===== src/rtl/stream_demux_1xn.sv =====
// 1-to-N valid/ready demultiplexer with one registered slot per output channel.
// Optional per-channel beat counters and a drop counter are enabled with DEMUX_CNT_EN.
module stream_demux_1xn #(
  parameter int  DATA_W = 8,
  parameter int  N_OUT  = 4,
  localparam int SEL_W  = $clog2(N_OUT)
) (
  input  logic                    clk,
  input  logic                    rst_n,
  input  logic                    in_valid,
  output logic                    in_ready,
  input  logic [DATA_W-1:0]       in_data,
  input  logic [SEL_W-1:0]        in_sel,
  output logic [N_OUT-1:0]        out_valid,
  input  logic [N_OUT-1:0]        out_ready,
  output logic [N_OUT*DATA_W-1:0] out_data,
  output logic                    drop_pulse
`ifdef DEMUX_CNT_EN
  ,
  input  logic                    cnt_clr,
  output logic [N_OUT*16-1:0]     cnt_beats,
  output logic [15:0]             cnt_drop
`endif
);

  // Handshake rule on both sides: a beat moves on a rising edge where valid & ready.
  // in_ready never looks at in_valid, and out_valid is never withdrawn before its handshake.
  typedef enum logic {EMPTY = 1'b0, FULL = 1'b1} slot_state_t;

  slot_state_t       state_q [N_OUT];
  slot_state_t       state_d [N_OUT];
  logic [DATA_W-1:0] data_q  [N_OUT];

  logic [N_OUT-1:0] hit;
  logic [N_OUT-1:0] load;
  logic [N_OUT-1:0] drain;
  logic             sel_in_range;
  logic             accept;
  logic             drop_q;

  assign sel_in_range = ({1'b0, in_sel} < (SEL_W + 1)'(N_OUT));

  always_comb begin
    hit = '0;
    for (int k = 0; k < N_OUT; k++) begin
      hit[k] = (in_sel == SEL_W'(k));
    end
  end

  // out_valid is the slot state itself, so it doubles as the FSM debug view.
  always_comb begin
    out_valid = '0;
    out_data  = '0;
    for (int k = 0; k < N_OUT; k++) begin
      out_valid[k]                  = (state_q[k] == FULL);
      out_data[k*DATA_W +: DATA_W]  = data_q[k];
    end
  end

  // Out-of-range beats are always consumed so a bad select cannot wedge the producer.
  assign in_ready = ~sel_in_range | (|(hit & (~out_valid | out_ready)));
  assign accept   = in_valid & in_ready;
  assign load     = hit & {N_OUT{accept & sel_in_range}};
  assign drain    = out_valid & out_ready;

  always_comb begin
    for (int k = 0; k < N_OUT; k++) begin
      state_d[k] = state_q[k];
      unique case (state_q[k])
        EMPTY:   if (load[k]) state_d[k] = FULL;
        FULL:    if (drain[k] && !load[k]) state_d[k] = EMPTY;
        default: state_d[k] = EMPTY;
      endcase
    end
  end

  always_ff @(posedge clk or negedge rst_n) begin
    if (!rst_n) begin
      for (int k = 0; k < N_OUT; k++) begin
        state_q[k] <= EMPTY;
        data_q[k]  <= '0;
      end
      drop_q <= 1'b0;
    end else begin
      for (int k = 0; k < N_OUT; k++) begin
        state_q[k] <= state_d[k];
        if (load[k]) data_q[k] <= in_data;
      end
      drop_q <= accept & ~sel_in_range;
    end
  end

  assign drop_pulse = drop_q;

`ifdef DEMUX_CNT_EN
  logic [15:0] beat_cnt_q [N_OUT];
  logic [15:0] drop_cnt_q;

  // Clear has priority over any increment landing on the same edge.
  always_ff @(posedge clk or negedge rst_n) begin
    if (!rst_n) begin
      for (int k = 0; k < N_OUT; k++) beat_cnt_q[k] <= '0;
      drop_cnt_q <= '0;
    end else if (cnt_clr) begin
      for (int k = 0; k < N_OUT; k++) beat_cnt_q[k] <= '0;
      drop_cnt_q <= '0;
    end else begin
      for (int k = 0; k < N_OUT; k++) begin
        if (drain[k] && (beat_cnt_q[k] != 16'hFFFF)) beat_cnt_q[k] <= beat_cnt_q[k] + 16'd1;
      end
      if (accept && !sel_in_range && (drop_cnt_q != 16'hFFFF)) drop_cnt_q <= drop_cnt_q + 16'd1;
    end
  end

  always_comb begin
    cnt_beats = '0;
    for (int k = 0; k < N_OUT; k++) cnt_beats[k*16 +: 16] = beat_cnt_q[k];
  end

  assign cnt_drop = drop_cnt_q;
`endif

endmodule


===== config.mk =====
export PLATFORM = sky130hd
export DESIGN_NAME = stream_demux_1xn
export DESIGN_NICKNAME = d
export VERILOG_FILES = /design/src/rtl/stream_demux_1xn.sv
export SDC_FILE = /design/constraint.sdc
export NUM_CORES = 1
export LEC_CHECK = 0
export ABC_AREA = 1
export ABC_CLOCK_PERIOD_IN_PS = 1110
export BUFFER_PORTS_ARGS = -buffer_cell sky130_fd_sc_hd__buf_2
export CAP_MARGIN = 20
export CORE_ASPECT_RATIO = 0.9
export CORE_MARGIN = 2
export CORE_UTILIZATION = 44
export DETAILED_ROUTE_END_ITERATION = 10
export GPL_TIMING_DRIVEN = 0
export HOLD_SLACK_MARGIN = 0.12
export PLACE_DENSITY_LB_ADDON = 0.08
export SLEW_MARGIN = 20
export SYNTH_ARGS = -nofsm -noshare
export SYNTH_HDL_FRONTEND = slang
export SYNTH_SLANG_ARGS = --single-unit

===== constraint.sdc =====
create_clock -name clk -period 1.11 [get_ports clk]
set_input_delay 0.111 -clock clk [delete_from_list [all_inputs] [get_ports clk]]
set_output_delay 0.111 -clock clk [all_outputs]
set_load 0.01 [all_outputs]

## Word-level counts from Yosys, hierarchy flattened

Index checks and enable logic that the tools add are counted.

| storage, ports and cells | value |
|---|---|
| register bits | 36 |
| output and inout port bits | 38 |

| cells by class | value |
|---|---|
| equality and inequality tests | 3 |
| mux-type cells | 12 |
| bitwise logic cells | 10 |
| reductions and logical operators | 10 |

Operators by type and width:

| cell | number |
|---|---|
| 4-bit bitwise AND | 3 |
| 1-bit two-way mux | 8 |
| 1-bit one-hot mux with 2 select lines | 4 |
| 2-bit == test, second input constant | 2 |
| 1-bit logical AND | 4 |
| 1-bit zero test | 4 |
| 1-bit inverter | 4 |
| 4-bit inverter | 1 |
| 4-bit OR | 1 |
| 4-bit OR reduction | 1 |
| 2-bit by 1-bit == test with 1-bit output, second input constant | 1 |
| 2-bit zero test | 1 |
| 1-bit bitwise AND | 1 |

## Longest topological paths before layout

| logic depth | value |
|---|---|
| word-level depth | 10 |
| mapped depth | 9 |
| depth with buffers taken out | 9 |

## Least setup slack after synthesis

No wires, ideal clock.

| timing path | value |
|---|---|
| path kind | register -> register |
| start point | register state_q (netlist bit out_valid[0]) |
| end point | register data_q (netlist bit out_data[24]) |
| data arrival time | 1045 ps |
| data required time | 992 ps |
| path slack | -53 ps |
| stages on the path, launching flop included | 9 |
| clock period less this slack | 1163 ps |
| path through | dfrtp_1 nand2_1 nand2_1 nand2_1 inv_2 nand2_4 nand3_2 nand2_1 nand2_1 |

| on the way | value |
|---|---|
| cells in the longest elaborated chain, start to end | 6 |

RTL lines:

| element | RTL line | text |
|---|---|---|
| start: declaration | 30 | `slot_state_t state_q [N_OUT];` |
| start signal: indexed assignment | 86 | `state_q[k] <= state_d[k];` |
| 4-bit inverter | 61 | `assign in_ready = ~sel_in_range \| (\|(hit & (~out_valid \| out_ready)));` |
| 4-bit OR | 61 |  |
| 4-bit bitwise AND | 61 |  |
| 4-bit OR reduction | 61 |  |
| 1-bit bitwise AND | 62 | `assign accept = in_valid & in_ready;` |
| 4-bit bitwise AND | 63 | `assign load = hit & {N_OUT{accept & sel_in_range}};` |
| end signal: indexed assignment | 87 | `if (load[k]) data_q[k] <= in_data;` |
| end: declaration | 32 | `logic [DATA_W-1:0] data_q [N_OUT];` |

Every way passes these cells.
A chain may end at the register's enable or synchronous reset.

## Worst setup path in the final report

| timing path | value |
|---|---|
| start point | register state_q (netlist bit out_valid[1]) |
| end point | output port in_ready |

| on the way | value |
|---|---|
| cells in the longest elaborated chain, start to end | 4 |

RTL lines:

| element | RTL line | text |
|---|---|---|
| 4-bit inverter | 61 |  |
| 4-bit OR | 61 |  |
| 4-bit bitwise AND | 61 |  |
| 4-bit OR reduction | 61 |  |
| end: declaration | 11 | `output logic in_ready,` |

Every way passes these cells.

==> run metrics <==
DP Wirelength 2.74 mm; Design Power 3.66 mW; WHS 90.7 ps; gr usage total 21.7%; Initial Util 46.2%; WP data required 1000 ps; Clock Skew 4.74 ps; Worst Tran Pin Value 760 ps; fin. max-slew vios 0; Rows 20; sequential share of the synthesized area 57.3%; crit path kind flop to output pin; most common cell after layout, fill and taps aside nand2_1; DRT Pass-1 Iters 4; critical path depth 7; CP cell instances nand2_1, nand2_1, nand2_1, inv_2, nand2_8, buf_6, buf_6; commonest non-fill, non-tap cells in the layout nand2_1, buf_2, dfrtp_1, nand4_1, nand2_2; endpoints failing setup 37; violated checks setup timing; number of global-route vias before repair 1348; Chip Width 67.0 um; post-synthesis cell type count 14; HP Class primary input to flop; Reg area 901 um2; total of warnings raised by yosys 0; Yosys reg bits 36; Area Overhead vs Synth 40.6%; syn_area_per_cell 9.08 um2; RD Place Congestion 0.781; wire length on met3 237 um; Ports 55; Top Metal Used met4; final routed DRC violation total 0; Syn Nets 190; antenna fix cells 0; die area 4070 um2; final period utilization 122%; share of cells above drive strength 1 40.5%; first-pass GRT wire length 6.33 mm; initial antenna violation count 0; # hold bufs at CTS 1; pin count of the biggest net entering global routing 37; Final Hold Fails 0; Critical Path AT 1250 ps; later-pin clock latency in the skew report 290 ps; CTS sink cnt 36; CP delay by family, top flip-flops; Max-cap violations 0; Setup TNS -6610 ps; vias per inst 5.16; height of the die 60.7 um; wire length on met2 2.02 mm; Crit Path Max Fanout 4; crit end category output pin; IO Port Bufs 52; H-Tree Level Count 2; CTS clk-pin slew, worst paths 70 ps; root cell of the clock tree clkbuf_8; flop2flop setup slack -210 ps; GRT overflow 0; maximum vdd drop 1.21 mV; Slew headroom 49.3%; CORE AREA 3400 um2; nets 263; Startpoint Class flop; CP max-delay cell dfrtp_1; final antenna-violating net count 0; hold depth 4; power per cell area 1650 nW/um2; Multi-input gate area 704 um2; total CTS buffers 5; min Tclk post-route 1360 ps; most frequent cell on the critical path nand2_1; M1 WL 1.89 mm; RSZ-0062 raised after global routing yes; Mapped Cells 173; Highest Clock Rate 737 MHz; CTS tree done; status finished with violations; Mapped Area 1570 um2; WP buf/inv 3; DRC marker count from the first detailed-route iteration 83; average routed wire per standard cell 14.4 um; Fillers 298; final wirelength 4.18 mm; clk buf depth 2; PnR worst setup slack -247 ps; FF-to-FF path depth 9; Crit path largest cell delay 370 ps; Pleak 1.20 nW; vias 1502
-- tightest hold or removal path, stage by stage --
cell	delay (ps)
buf_2	80
inv_1	30
nand2_1	60
nand2_1	60
-- layer usage --
layer  up-vias  GRT usage [%]
li1        730              -
met1       724           28.8
met2        43           34.1
met3         5           6.12
met4         0           8.16
met5         -              0
-- flip-flops by register name, indices dropped and copies added (netlist names) --
name       flops
out_data      32
out_valid      4
-- cells by family (layout without fill, tap and decap cells) --
logic type / after synthesis / after routing / synth area share (%)
DFF: 36 / 36 / 57.3
buffers and inverters: 17 / 87 / 5.73
other: 1 / 1 / 0.239
and+or+nand+nor: 119 / 123 / 36.7
-- report_power, final --
group	leakage [nW]	internal, mW	switching [mW]
Combinational	0.699	0.424	0.584
Clock	0.0455	0.505	0.431
Sequential	0.453	1.57	0.143
-- Yosys cell counts --
cell type	count	area share [%]
conb_1	1	0.24
nor2_2	1	0.40
nor2_4	2	1.4
nand2_4	1	0.72
buf_6	3	2.1
nand2_1	79	19
inv_2	2	0.48
inv_1	6	1.4
clkbuf_1	4	0.96
nand3_2	4	2.5
dfrtp_1	36	57
buf_4	1	0.48
clkinv_1	1	0.24
nand4_1	32	13
-- metrics by stage --
| stage | util, % | cells | instance area, um2 | worst slack [ps] |
|---|---|---|---|---|
| 6_report | 64.9 | 291 | 2210 | -247 |
| 5_1_grt | 64.9 | 291 | 2210 | -321 |
| 4_1_cts | 62.2 | 288 | 2120 | -222 |
| 3_5_place_dp | 56.6 | 269 | 1930 | -310 |
| 3_3_place_gp | 56.6 | 269 | 1930 | -284 |
| 2_1_floorplan | - | 173 | 1610 | -22.4 |
-- cell type report --
class,count,share of cell area (%)
buffer,8,2.94
tap,44,2.49
sequential,36,40.8
multi-input combinational,124,31.9
clock buffer,8,4.08
timing repair buffer,62,16.1
inverter,9,1.70
-- worst paths after layout --
check | start | to
max | out_valid[1] | in_ready
min | out_ready[2] | out_valid[2]
max reg2reg | out_valid[1] | out_data[31]
min reg2reg | out_data[28] | out_data[28]
max in group asynchronous | rst_n | out_data[4]
min in group asynchronous | rst_n | out_data[19]
-- repair_timing --
action | in CTS | in global routing
setup endpoints to repair | 37 | 37
resized for setup | 3 | 22
buffers inserted | 10 | 0
gates cloned | 1 | 3
endpoints found under the hold margin | 39 | 2
pin swaps | 6 | 3
Power figures use the tool's default switching activity.
